`config.mk`:
```
export PLATFORM = sky130hd
export DESIGN_NAME = ins_fetcher_flat
export DESIGN_NICKNAME = d
export VERILOG_FILES = /design/src/rtl/ins_fetcher_if.sv /design/src/rtl/ins_fetcher.sv /design/src/flat_wrapper.sv
export SDC_FILE = /design/constraint.sdc
export NUM_CORES = 1
export LEC_CHECK = 0
export CAP_MARGIN = 20
export CELL_PAD_IN_SITES_DETAIL_PLACEMENT = 1
export CELL_PAD_IN_SITES_GLOBAL_PLACEMENT = 2
export CORE_MARGIN = 3
export CORE_UTILIZATION = 30
export DETAILED_ROUTE_END_ITERATION = 12
export PLACE_DENSITY_LB_ADDON = 0.1
export RECOVER_POWER = 100
export SYNTH_ARGS = -nofsm -noshare
export SYNTH_HDL_FRONTEND = slang
export SYNTH_SLANG_ARGS = --single-unit
export TNS_END_PERCENT = 30
```
`constraint.sdc`:
```
create_clock -name clk_in -period 9.59 [get_ports clk_in]
set_clock_uncertainty 0.1 [all_clocks]
set_input_delay 1.4385 -clock clk_in [delete_from_list [all_inputs] [get_ports clk_in]]
set_output_delay 1.4385 -clock clk_in [all_outputs]
set_load 0.005 [all_outputs]
```
`src/rtl/ins_fetcher_if.sv`:
```
// Bundles the memory-controller and decoder signals of the instruction fetcher.
// The fetcher uses the master view; memory and decoder models use the slave view.
interface ins_fetcher_if;
    logic        mem_req;
    logic [31:0] mem_addr;
    logic        mem_ready;
    logic [31:0] mem_data;
    logic        inst_input;
    logic [31:0] inst;
    logic [31:0] inst_addr;
    logic        is_stall;
    logic [31:0] next_PC;
    logic        rob_clear;
    logic [31:0] rob_clear_pc;

    modport master (
        output mem_req, mem_addr, inst_input, inst, inst_addr,
        input  mem_ready, mem_data, is_stall, next_PC, rob_clear, rob_clear_pc
    );

    modport slave (
        input  mem_req, mem_addr, inst_input, inst, inst_addr,
        output mem_ready, mem_data, is_stall, next_PC, rob_clear, rob_clear_pc
    );
endinterface

```
`src/rtl/ins_fetcher.sv`:
```
// Instruction fetcher with a direct-mapped, one-word-per-line icache.
// Hits are presented to the decoder on the following edge. A miss issues a
// single memory read that is never withdrawn; a flush during an outstanding
// read parks in DROP until the word returns, so the line is still filled.
module ins_fetcher #(
    parameter int ICACHE_IDX_BIT = 4
) (
    input  logic          clk_in,
    input  logic          rst_in,
    input  logic          rdy_in,
    ins_fetcher_if.master bus
);
    localparam int LINES = 1 << ICACHE_IDX_BIT;
    localparam int TAG_W = 32 - ICACHE_IDX_BIT - 2;

    typedef enum logic [1:0] {FETCH, WAIT_MEM, VALID, DROP} state_t;

    state_t                    r_state, w_stateNext;
    logic [31:0]               r_pc, w_pcNext;
    logic                      r_memReq, w_memReqNext;
    logic [31:0]               r_memAddr, w_memAddrNext;
    logic                      r_instValid, w_instValidNext;
    logic [31:0]               r_inst, w_instNext;
    logic [31:0]               r_instAddr, w_instAddrNext;
    logic [LINES-1:0]          r_lineValid;
    logic [TAG_W-1:0]          r_lineTag  [LINES];
    logic [31:0]               r_lineData [LINES];

    logic [ICACHE_IDX_BIT-1:0] w_lookupIdx;
    logic [TAG_W-1:0]          w_lookupTag;
    logic                      w_hit;
    logic                      w_memDone;
    logic                      w_fill;

    // Lookup address is next_PC while handing over to the next instruction, otherwise pc
    always_comb begin
        w_lookupIdx = r_pc[ICACHE_IDX_BIT+1:2];
        w_lookupTag = r_pc[31:ICACHE_IDX_BIT+2];
        if (r_state == VALID) begin
            w_lookupIdx = bus.next_PC[ICACHE_IDX_BIT+1:2];
            w_lookupTag = bus.next_PC[31:ICACHE_IDX_BIT+2];
        end
        w_hit = r_lineValid[w_lookupIdx] && (r_lineTag[w_lookupIdx] == w_lookupTag);
    end

    assign w_memDone = bus.mem_ready && r_memReq;

    // Next-state and next-output decisions; a flush always wins over other events
    always_comb begin
        w_stateNext     = r_state;
        w_pcNext        = r_pc;
        w_memReqNext    = r_memReq;
        w_memAddrNext   = r_memAddr;
        w_instValidNext = r_instValid;
        w_instNext      = r_inst;
        w_instAddrNext  = r_instAddr;
        w_fill          = 1'b0;
        case (r_state)
            FETCH: begin
                if (bus.rob_clear) begin
                    w_pcNext = bus.rob_clear_pc;
                end else if (w_hit) begin
                    w_instNext      = r_lineData[w_lookupIdx];
                    w_instAddrNext  = r_pc;
                    w_instValidNext = 1'b1;
                    w_stateNext     = VALID;
                end else begin
                    w_memReqNext  = 1'b1;
                    w_memAddrNext = r_pc;
                    w_stateNext   = WAIT_MEM;
                end
            end
            WAIT_MEM: begin
                if (w_memDone) begin
                    w_fill       = 1'b1;
                    w_memReqNext = 1'b0;
                    if (bus.rob_clear) begin
                        w_pcNext    = bus.rob_clear_pc;
                        w_stateNext = FETCH;
                    end else begin
                        w_instNext      = bus.mem_data;
                        w_instAddrNext  = r_memAddr;
                        w_instValidNext = 1'b1;
                        w_stateNext     = VALID;
                    end
                end else if (bus.rob_clear) begin
                    w_pcNext    = bus.rob_clear_pc;
                    w_stateNext = DROP;
                end
            end
            VALID: begin
                if (bus.rob_clear) begin
                    w_pcNext        = bus.rob_clear_pc;
                    w_instValidNext = 1'b0;
                    w_stateNext     = FETCH;
                end else if (!bus.is_stall) begin
                    w_pcNext = bus.next_PC;
                    if (w_hit) begin
                        w_instNext     = r_lineData[w_lookupIdx];
                        w_instAddrNext = bus.next_PC;
                    end else begin
                        w_instValidNext = 1'b0;
                        w_memReqNext    = 1'b1;
                        w_memAddrNext   = bus.next_PC;
                        w_stateNext     = WAIT_MEM;
                    end
                end
            end
            DROP: begin
                if (bus.rob_clear) begin
                    w_pcNext = bus.rob_clear_pc;
                end
                if (w_memDone) begin
                    w_fill       = 1'b1;
                    w_memReqNext = 1'b0;
                    w_stateNext  = FETCH;
                end
            end
            default: begin
                w_stateNext = FETCH;
            end
        endcase
    end

    // Control and output registers; rdy_in low freezes everything except reset
    always_ff @(posedge clk_in) begin
        if (!rst_in) begin
            r_state     <= FETCH;
            r_pc        <= '0;
            r_memReq    <= 1'b0;
            r_memAddr   <= '0;
            r_instValid <= 1'b0;
            r_inst      <= '0;
            r_instAddr  <= '0;
            r_lineValid <= '0;
        end else if (rdy_in) begin
            r_state     <= w_stateNext;
            r_pc        <= w_pcNext;
            r_memReq    <= w_memReqNext;
            r_memAddr   <= w_memAddrNext;
            r_instValid <= w_instValidNext;
            r_inst      <= w_instNext;
            r_instAddr  <= w_instAddrNext;
            if (w_fill) begin
                r_lineValid[r_memAddr[ICACHE_IDX_BIT+1:2]] <= 1'b1;
            end
        end
    end

    // Tag and data storage; contents are meaningless until the valid bit is set
    always_ff @(posedge clk_in) begin
        if (rst_in && rdy_in && w_fill) begin
            r_lineTag[r_memAddr[ICACHE_IDX_BIT+1:2]]  <= r_memAddr[31:ICACHE_IDX_BIT+2];
            r_lineData[r_memAddr[ICACHE_IDX_BIT+1:2]] <= bus.mem_data;
        end
    end

    assign bus.mem_req    = r_memReq;
    assign bus.mem_addr   = r_memAddr;
    assign bus.inst_input = r_instValid;
    assign bus.inst       = r_inst;
    assign bus.inst_addr  = r_instAddr;
endmodule

```
`src/flat_wrapper.sv`:
```
// flat-port wrapper written by rule: the top's interface ports become plain ports
module ins_fetcher_flat 
#(
    parameter int ICACHE_IDX_BIT = 4
)
  (clk_in, rst_in, rdy_in, bus_mem_req, bus_mem_addr, bus_inst_input, bus_inst, bus_inst_addr, bus_mem_ready, bus_mem_data, bus_is_stall, bus_next_PC, bus_rob_clear, bus_rob_clear_pc);
  ins_fetcher_if bus_i ();
  input  logic clk_in;
  input  logic rst_in;
  input  logic rdy_in;
  output wire logic [$bits(bus_i.mem_req)-1:0] bus_mem_req;
  output wire logic [$bits(bus_i.mem_addr)-1:0] bus_mem_addr;
  output wire logic [$bits(bus_i.inst_input)-1:0] bus_inst_input;
  output wire logic [$bits(bus_i.inst)-1:0] bus_inst;
  output wire logic [$bits(bus_i.inst_addr)-1:0] bus_inst_addr;
  input wire logic [$bits(bus_i.mem_ready)-1:0] bus_mem_ready;
  input wire logic [$bits(bus_i.mem_data)-1:0] bus_mem_data;
  input wire logic [$bits(bus_i.is_stall)-1:0] bus_is_stall;
  input wire logic [$bits(bus_i.next_PC)-1:0] bus_next_PC;
  input wire logic [$bits(bus_i.rob_clear)-1:0] bus_rob_clear;
  input wire logic [$bits(bus_i.rob_clear_pc)-1:0] bus_rob_clear_pc;
  assign bus_mem_req = bus_i.mem_req;
  assign bus_mem_addr = bus_i.mem_addr;
  assign bus_inst_input = bus_i.inst_input;
  assign bus_inst = bus_i.inst;
  assign bus_inst_addr = bus_i.inst_addr;
  assign bus_i.mem_ready = bus_mem_ready;
  assign bus_i.mem_data = bus_mem_data;
  assign bus_i.is_stall = bus_is_stall;
  assign bus_i.next_PC = bus_next_PC;
  assign bus_i.rob_clear = bus_rob_clear;
  assign bus_i.rob_clear_pc = bus_rob_clear_pc;
  ins_fetcher #(.ICACHE_IDX_BIT(ICACHE_IDX_BIT)) u_core (.clk_in(clk_in), .rst_in(rst_in), .rdy_in(rdy_in), .bus(bus_i));
endmodule
```
==> summary.txt, run 1 <==
STA
  – Setup ws final: 1550 ps
  – Unrepaired setup endpoints after global routing: no
  – Final Hold Vio Count: 0
  – Final Cycle Share: 83.8%
  – Hold slack: 349 ps
  – Rel. slew slack: -204%
  – Setup-failing EPs final: 0
  – Fmax: 0.124 GHz
  – Worst-Margin Slew: 4550 ps
  – Crit path time final: 8040 ps
  – Fin Setup TNS: 0 ps
  – Max Slew Vio Count: 956

Clock tree
  – Clock latency on the worst-skew pair: 730 ps
  – Post-CTS setup buffer count: 0
  – CTS max path bufs: 3
  – Resized cells post-CTS: 0
  – TritonCTS Buffers: 121
  – Clock Tree Root: clkbuf_16
  – Clock-pin slew on the worst setup and hold paths: 60 ps
  – CTS Hold Bufs: 0
  – H-tree Lvls: 3
  – CTS sink count: 1,076
  – CTS tree: built

Die
  – Starting Density: 30.3%
  – Die area: 148,000 um2
  – # rows: 138
  – Core area: 142,000 um2
  – Ports: 200
  – Die Ht: 384 um
  – Die W: 384 um

Logic synthesis
  – Syn Nets: 2,838
  – Sequential area share after synthesis: 71.8%
  – Synth top area cells: edfxtp_1, mux4_2, dfxtp_1
  – Count of state elements after synthesis: 1,076
  – Ys Warns: 0
  – Avg Cell Area, Syn: 15.7 um2
  – Post-synth cell types: 67
  – Synth area leader: edfxtp_1
  – Synth cell count leaders: edfxtp_1, nand2_1, nor2_1, mux2i_1, dfxtp_1
  – Post-Synthesis Cells: 2,731
  – Netlist Area Pre-Place: 42,900 um2
  – Async SR Flop Fraction: 0%
  – Top cell type's share of synthesized area: 64.9%
  – Top-count cell post-synth: edfxtp_1
  – Main flop type after synthesis: edfxtp_1
  – Post-synth EDFFs: 928

Global route
  – Largest net degree at the start of global routing: 106
  – Global route overflow: 0
  – Tot GR Track Use: 19.1%
  – Initial antenna violation count: 7
  – Vias in the first global route: 27,300
  – First-pass GRT wire length: 203,000 um

Finish
  – Final net count: 3,074
  – Layout area overhead: 19.0%
  – Fillers: 14,300
  – Layout cells sized above 1: 13.8%
  – Fin area: 51,100 um2

Route
  – Max layer used: met5
  – Metal2 WL: 71,100 um
  – Routed WL: 143,000 um
  – DR DRC count: 0
  – Metal1 wirelength: 63,500 um
  – DR pass1 iterations: 5
  – Routed WL per cell: 28.7 um
  – Vias per std cell: 5.12
  – DR iter-0 viols: 1,506
  – Metal3 WL: 4560 um
  – Routed vias: 25,400
  – Post-route ant nets: 0

Worst setup path
  – CP max FO: 41
  – WP data arrival: 8150 ps
  – Worst endpoint required time: 9710 ps
  – CP Cell Sequence: dlygate4sd3_1 > nand2_1 > nor3_1 > nand3_1 > nor2_1 > clkbuf_1
  – CP max-delay cell: clkbuf_1
  – Largest stage delay, worst path: 3130 ps
  – Setup crit end kind: flop
  – Crit-path leading delay family: buffers and inverters
  – Worst setup SP type: primary input
  – Worst Path Buf+Inv: 2
  – Critical path class: in -> reg

Pwr
  – VDD IR max: 189 uV
  – Leak: 17.1 nW
  – PwrDens: 219 nW/um2

Status
  – Outcome: finished with violations
  – Failing checks: capacitance limit, slew limit

Flow run
  – Max-cap viol count: 32

Worst hold path
  – Worst Hold Class: reg -> reg

Place
  – Placer Congestion: 0.751
  – Post-detail-place hpwl: 79,400 um
  – Area post-placement: 47,400 um2
  – Pre-CTS setup slack: 1660 ps
  – PortBufs: 199
## stage by stage
| stage | instances | power [mW] | util, % |
|---|---|---|---|
| floorplan | 2731 | 6.13 | - |
| global placement | 4731 | 6.74 | 33.4 |
| detailed placement | 4733 | 6.76 | 33.5 |
| CTS | 4961 | 11.4 | 36.2 |
| global route | 4962 | 11.6 | 36.0 |
| finish | 4965 | 11.2 | 36.0 |
## power by group
part	switching (mW)	leakage [nW]	internal, mW	total, mW
combinational	0.834	5.45	0.490	1.32
sequential	0.0909	9.70	5.18	5.27
clock	1.92	1.92	2.65	4.58
## worst paths after layout
path | endpoint | startpoint | slack (ps) | depth (start not counted)
worst max-delay path | u_core.r_lineTag[13][7] | rdy_in | 1550 | 6
worst min-delay path | u_core.r_lineValid[12] | u_core.r_lineValid[12] | 350 | 1
worst max register to register | u_core.bus.inst_addr[31] | u_core.r_state[0] | 1880 | 16
worst min register to register | u_core.r_lineValid[12] | u_core.r_lineValid[12] | 350 | 1
## layout by cell type, fill, tap and decap left out, types with 43 or more instances in the layout
master / synthesis / final
nand3_1: 112 / 112
clkbuf_16: 0 / 124
o21ai_0: 44 / 43
a211oi_1: 63 / 63
a21oi_1: 54 / 53
clkdlybuf4s50_1: 0 / 67
nor2_1: 199 / 193
o22ai_1: 57 / 57
dlygate4sd3_1: 0 / 131
mux4_2: 145 / 145
dfxtp_1: 148 / 148
clkbuf_1: 89 / 77
nand2_1: 345 / 345
mux2i_1: 156 / 154
edfxtp_1: 928 / 928
## sequential cells by signal, summed over array words and instances (netlist names)
signal and cells:
u_core.bus.mem_req 1, u_core.r_lineValid 16, u_core.r_lineData 512, u_core.r_pc 32, u_core.r_lineTag 416, u_core.bus.inst 32
u_core.bus.mem_addr 32, u_core.r_state 2, u_core.bus.inst_addr 32, u_core.bus.inst_input 1
## area by class of cell
class / instances / area, um2 / share of cell area, %
Clock buffer: 161 / 3310 / 6.47
Timing Repair Buffer: 288 / 2520 / 4.93
Antenna cell: 3 / 7.51 / 0.0147
Sequential cell: 1076 / 30800 / 60.3
Inverter: 11 / 43.8 / 0.0857
Tap cell: 1890 / 2360 / 4.63
Multi-Input combinational cell: 1469 / 11400 / 22.4
Clock inverter: 67 / 597 / 1.17
## routing by layer
metal | up-vias | GRT usage, %
li1 | 11100 | -
met1 | 13700 | 25.6
met2 | 465 | 32.8
met3 | 187 | 2.54
met4 | 4 | 4.59
met5 | - | 0
## cells by family after synthesis
logic type / count (synthesis) / synth area share [%]
AO/OA/AOI/OAI: 374 / 6.16
AND/OR/NAND/NOR: 735 / 7.33
multiplexers: 331 / 12.1
adder cells (fa/ha/maj): 5 / 0.146
flip-flops: 1076 / 71.8
buffers and inverters: 186 / 2.00
XOR/XNOR: 24 / 0.490
Note: power is estimated with default switching activity, not from simulation.
==> run 2, diff against run 1 <==
==> constraint.sdc (replaced) <==
create_clock -name clk_in -period 7.6 [get_ports clk_in]
set_clock_uncertainty 0.1 [all_clocks]
set_input_delay 1.14 -clock clk_in [delete_from_list [all_inputs] [get_ports clk_in]]
set_output_delay 1.14 -clock clk_in [all_outputs]
set_load 0.005 [all_outputs]
==> run 2 against run 1 <==
Net effect: the run still ends with capacitance limit, slew limit left; clock power rose by 34%; critical endpoint is now u_core.r_lineData[5][29]; non-clock buffer count rose by 14; largest power group unchanged; register-to-register slack got worse by 860 ps; highest routed layer unchanged; routed wire length rose by 0.43%; core utilization rose by 0.36 points; sequential cell count did not move; global-route usage rose by 0.081 points; power rose by 30%; hold slack improved by 1.8 ps; design area rose by 1.0%; combinational power rose by 30%.
==> summary.txt, run 2 (synthesis gave the netlist of run 1 again) <==
Route
  – DR DRC count: 0 (unchanged)
  – Vias per std cell: 5.11 (-0.29%)
  – DR iter-0 viols: 1,569 (+4.2%)
  – Routed WL: 143,000 um (+0.43%)
  – DR pass1 iterations: 5 (unchanged)
  – Routed WL per cell: 28.7 um (about the same)
  – Routed vias: 25,500 (+0.11%)
  – Post-route ant nets: 0 (unchanged)

Finish
  – Layout area overhead: 20.2%
  – Most common cell after layout, fill and taps aside: edfxtp_1
  – Max FFs per register: 512 (unchanged)
  – Final net count: 3,088 (+0.46%)
  – Fillers: 14,300 (-0.15%)
  – Most frequent cells in the layout: edfxtp_1, nand2_1, nor2_1
  – Layout cells sized above 1: 15.6% (+1.8 points)

Worst setup path
  – WP data arrival: 6970 ps (-1180 ps)
  – CP Cell Sequence: buf_2 > clkbuf_1 > nand2_1 > nor3_1 > nand3b_1 > nor2_4 > clkbuf_2
  – CP max FO: 53 (+29%)
  – Setup crit end kind: flop
  – Worst Path Buf+Inv: 3 (+1)
  – Worst setup SP type: primary input
  – Worst endpoint required time: 7850 ps (-1860 ps)
  – Largest stage delay, worst path: 2720 ps (-410 ps)
  – Critical path class: in -> reg
  – Crit-path leading delay family: buffers and inverters
  – CP max-delay cell: clkbuf_1

Clock tree
  – Clock latency on the worst-skew pair: 740 ps (about the same)
  – Resized cells post-CTS: 0 (unchanged)
  – CTS max path bufs: 3 (unchanged)
  – CTS Hold Bufs: 0 (unchanged)
  – TritonCTS Buffers: 121 (unchanged)
  – Clock-pin slew on the worst setup and hold paths: 60 ps (about the same)
  – CTS sink count: 1,076 (unchanged)
  – H-tree Lvls: 3 (unchanged)
  – Clock Tree Root: clkbuf_16
  – CTS tree: built
  – Post-CTS setup buffer count: 0 (unchanged)

STA
  – Crit path time final: 6720 ps
  – Rel. slew slack: -162% (+42 points)
  – Final Hold Vio Count: 0 (unchanged)
  – Fmax: 0.149 GHz
  – Final Cycle Share: 88.4%
  – Setup-failing EPs final: 0 (unchanged)
  – Unrepaired setup endpoints after global routing: no
  – Worst-Margin Slew: 3920 ps (-632 ps)
  – Fin Setup TNS: 0 ps (unchanged)
  – Hold slack: 351 ps (+1.79 ps)
  – Max Slew Vio Count: 557 (-42%)

Global route
  – Global route overflow: 0 (unchanged)
  – Vias in the first global route: 27,400 (+0.43%)
  – Tot GR Track Use: 19.2% (+0.081 points)
  – Largest net degree at the start of global routing: 102 (-3.8%)
  – First-pass GRT wire length: 203,000 um (+0.11%)
  – Initial antenna violation count: 13 (+6)

Die
  – Starting Density: 30.3% (unchanged)
  – Die Ht: 384 um (unchanged)
  – Core area: 142,000 um2 (unchanged)
  – Ports: 200 (unchanged)
  – Die W: 384 um (unchanged)
  – Die area: 148,000 um2 (unchanged)
  – # rows: 138 (unchanged)

Pwr
  – PwrDens: 281 nW/um2 (+29%)
  – Leak: 17.4 nW (+1.7%)
  – VDD IR max: 206 uV (+8.9%)

Worst hold path
  – Worst Hold Class: reg -> reg

Status
  – Failing checks: capacitance limit, slew limit
  – Outcome: finished with violations

Flow run
  – Max-cap viol count: 12 (-63%)

Place
  – Post-detail-place hpwl: 81,000 um (+2.0%)
  – PortBufs: 199 (unchanged)
  – Placer Congestion: 0.752 (+0.13%)
## run 2: changes by cell type in the layout (fill, tap and decap cells not counted), sizes merged
cell,delta
buf,+22
bufinv,+10
clkbuf,-23
clkdlybuf4s50,+1
clkinv,+2
clkinvlp,+5
diode,+2
dlygate4sd3,-1
inv,+2
## run 2: final timing paths
kind                         startpoint                       end  slack, ps  cells past startpoint
setup / recovery                 rst_in  u_core.r_lineData[5][29]        880                      7
hold / removal    u_core.r_lineValid[9]     u_core.r_lineValid[9]        350                      1
setup reg to reg      u_core.r_state[0]  u_core.bus.inst_addr[25]       1020                     16
hold reg to reg   u_core.r_lineValid[9]     u_core.r_lineValid[9]        350                      1
## run 2: report_power, final
part | internal (mW) | switching [mW]
sequential | 6.54 | 0.105
clock | 3.67 | 2.49
combinational | 0.633 | 1.08
total | 10.8 | 3.67
## run 2: area by class of cell
cell class / instances / area, um2 / area share [%]
sequential: 1076 / 30800 / 59.7
clock inverter: 86 / 978 / 1.90
clock buffer: 146 / 3220 / 6.25
tap: 1890 / 2360 / 4.58
inverter: 11 / 43.8 / 0.0849
antenna: 5 / 12.5 / 0.0242
multi-input combinational: 1469 / 11400 / 22.1
timing repair buffer: 302 / 2720 / 5.27
## run 2: routing by layer
layer  global-route usage, %  vias up  part of all wire (%)
li1                        -    11200                     -
met1                    24.7    13600                    43
met3                    2.95      208                   3.6
met4                    5.28        6                   2.8
met5                       0        -                 0.029
met2                    33.6      492                    50
## run 2: stage by stage
stage | worst slack [ps] | total power [mW] | std cells | instance area [um2] | utilization [%]
after detailed placement | 734 | 8.56 | 4748 | 47600 | 33.6
final | 884 | 14.5 | 4985 | 51600 | 36.4
after global placement | 814 | 8.53 | 4744 | 47600 | 33.6
after floorplan | 564 | 7.73 | 2731 | 42900 | -
after global routing | 632 | 15.1 | 4982 | 51600 | 36.4
after CTS | 1500 | 14.8 | 4980 | 51800 | 36.6
==> run 3, diff against run 2 <==
--- a/config.mk
+++ b/config.mk
@@ -6,12 +6,9 @@
 export NUM_CORES = 1
 export LEC_CHECK = 0
 export CAP_MARGIN = 20
-export CELL_PAD_IN_SITES_DETAIL_PLACEMENT = 1
-export CELL_PAD_IN_SITES_GLOBAL_PLACEMENT = 2
 export CORE_MARGIN = 3
 export CORE_UTILIZATION = 30
 export DETAILED_ROUTE_END_ITERATION = 12
-export PLACE_DENSITY_LB_ADDON = 0.1
 export RECOVER_POWER = 100
 export SYNTH_ARGS = -nofsm -noshare
 export SYNTH_HDL_FRONTEND = slang
==> run 3 against run 2 <==
Net effect: the run still ends with capacitance limit, slew limit left; sequential cell count unchanged; sequential share of layout area increased by 1.2 points; largest power group unchanged; final cell count decreased by 1.1%; worst setup slack improved by 50 ps.
==> summary.txt, run 3 (synthesis gave the netlist of run 1 again) <==
Status
  – Outcome: finished with violations
  – Failing checks: capacitance limit, slew limit

Place
  – Placer Congestion: 0.804 (+7.0%)
  – PortBufs: 199 (unchanged)
  – Post-detail-place hpwl: 70,300 um (-13%)

Clock tree
  – CTS sink count: 1,076 (unchanged)
  – H-tree Lvls: 3 (unchanged)
  – CTS tree: built
  – Clock Tree Root: clkbuf_16
  – Resized cells post-CTS: 0 (unchanged)
  – Clock-pin slew on the worst setup and hold paths: 60 ps (about the same)
  – Clock latency on the worst-skew pair: 700 ps (-40 ps)
  – TritonCTS Buffers: 102 (-16%)
  – Post-CTS setup buffer count: 0 (unchanged)
  – CTS Hold Bufs: 0 (unchanged)
  – CTS max path bufs: 3 (unchanged)

Die
  – # rows: 138 (unchanged)
  – Die area: 148,000 um2 (unchanged)
  – Starting Density: 30.3% (unchanged)
  – Ports: 200 (unchanged)
  – Die Ht: 384 um (unchanged)
  – Core area: 142,000 um2 (unchanged)
  – Die W: 384 um (unchanged)

Global route
  – First-pass GRT wire length: 177,000 um (-13%)
  – Global route overflow: 0 (unchanged)
  – Largest net degree at the start of global routing: 102 (unchanged)
  – Initial antenna violation count: 18 (+5)
  – Vias in the first global route: 24,600 (-10%)
  – Tot GR Track Use: 16.4% (-2.8 points)

Worst hold path
  – HP Start: u_core.r_lineValid[4]
  – Hold path cells: 1 (unchanged)
  – Worst Hold Class: reg -> reg
  – Hold worst-path end: u_core.r_lineValid[4]

Route
  – Routed WL per cell: 25.1 um (-13%)
  – DR DRC count: 0 (unchanged)
  – Vias per std cell: 5.19 (+1.6%)
  – Routed WL: 124,000 um (-14%)
  – DR iter-0 viols: 2,939 (+87%)
  – Routed vias: 25,600 (+0.47%)
  – DR pass1 iterations: 5 (unchanged)
  – Post-route ant nets: 0 (unchanged)

Worst setup path
  – R2r worst-path depth: 16 (unchanged)
  – Worst setup SP type: flop
  – Reg-to-Reg End: u_core.bus.inst_addr[30]
  – Critical path class: reg -> reg
  – Internal reg-to-reg setup slack: 930 ps (-90 ps)
  – WP data arrival: 7090 ps (+120 ps)
  – CP max FO: 99 (+87%)
  – Setup crit end kind: flop
  – Worst endpoint required time: 8030 ps (+180 ps)
  – Worst r2r src: u_core.r_state[0]

STA
  – Worst-Margin Slew: 3530 ps (-393 ps)
  – Rel. slew slack: -135% (+26 points)
  – Fmax: 0.150 GHz (+0.75%)
  – Max Slew Vio Count: 986 (+77%)
  – Unrepaired setup endpoints after global routing: no
  – Fin Setup TNS: 0 ps (unchanged)
  – Final Hold Vio Count: 0 (unchanged)
  – Crit path time final: 6670 ps (-50.2 ps)
  – Final Cycle Share: 87.7% (-0.66 points)
  – Setup-failing EPs final: 0 (unchanged)

Finish
  – Max FFs per register: 512 (unchanged)
  – Layout area overhead: 17.8%
  – Layout cells sized above 1: 13.3% (-2.3 points)
  – Final net count: 3,052 (-1.2%)
  – Most common cell after layout, fill and taps aside: edfxtp_1
  – Most frequent cells in the layout: edfxtp_1, nand2_1, nor2_1

Pwr
  – PwrDens: 263 nW/um2 (-6.3%)
  – Power Total: 13.3 mW (-8.3%)
  – Leak: 16.8 nW (-3.2%)
  – VDD IR max: 164 uV (-20%)

Flow run
  – Max-cap viol count: 33 (+21)
## run 3: changes by cell type in the layout (fill, tap and decap cells not counted), sizes merged
cell / previous run / this run
clkdlybuf4s50: 68 / 69
inv: 15 / 13
dlygate4sd3: 130 / 129
clkinvlp: 7 / 4
buf: 62 / 51
diode: 5 / 6
clkinv: 56 / 37
bufinv: 19 / 6
clkbuf: 188 / 178
## run 3: layer usage
| metal | up-vias | share of wire (%) | GRT usage, % |
|---|---|---|---|
| li1 | 11100 | - | - |
| met1 | 13200 | 43 | 23.5 |
| met2 | 1123 | 45 | 24.8 |
| met3 | 189 | 9.8 | 3.97 |
| met4 | 10 | 2.0 | 4.01 |
| met5 | - | 0.041 | 0 |
## run 3: report_power, final
group / total, mW / switching (mW) / leakage (nW) / internal, mW
registers: 6.68 / 0.141 / 9.70 / 6.54
clock network: 5.05 / 2.21 / 1.61 / 2.84
logic: 1.60 / 0.971 / 5.48 / 0.625
## run 3: worst max-delay path by stage
stage,from,depth (start not counted),end
after detailed placement,bus_next_PC[3],14,u_core.bus.inst[16]
after CTS,u_core.r_state[0],15,u_core.bus.inst[16]
after global routing,u_core.r_state[0],16,u_core.bus.inst_addr[22]
after floorplan,rst_in,5,u_core.r_lineData[0][0]
after global placement,bus_next_PC[3],14,u_core.bus.inst[22]
final,u_core.r_state[0],16,u_core.bus.inst_addr[30]
## run 3: through the flow
step / hold slack (ps) / area, um2 / instances / setup slack (ps) / util (%)
2_1_floorplan: 326 / 42900 / 2731 / 564 / -
5_1_grt: 363 / 50500 / 4922 / 631 / 35.6
3_5_place_dp: 339 / 47500 / 4730 / 1050 / 33.5
6_report: 351 / 50600 / 4928 / 935 / 35.7
4_1_cts: 354 / 50800 / 4921 / 1560 / 35.8
3_3_place_gp: 332 / 47400 / 4726 / 1110 / 33.5
## run 3: layout make-up
class / count / area [um2]
Clock buffer: 142 / 2860
Inverter: 11 / 43.8
Fill cell: 13400 / 91200
Timing Repair Buffer: 285 / 2600
Antenna cell: 6 / 15.0
Multi-Input combinational cell: 1469 / 11400
Tap cell: 1890 / 2360
Sequential cell: 1076 / 30800
Clock inverter: 49 / 445
## run 3: worst max-delay path, cell delays in order, from the launching register on
cell       delay, ps
dfxtp_1          340
inv_1            180
ha_4             670
mux2_4          1400
buf_4            450
mux2_2           200
o22ai_1           80
nor4_1           330
xor2_1           240
o2111ai_1        200
nor4_1           750
nand4_4          130
buf_4            390
o32ai_4          230
buf_12           320
mux2i_1          240
nor2_1            60
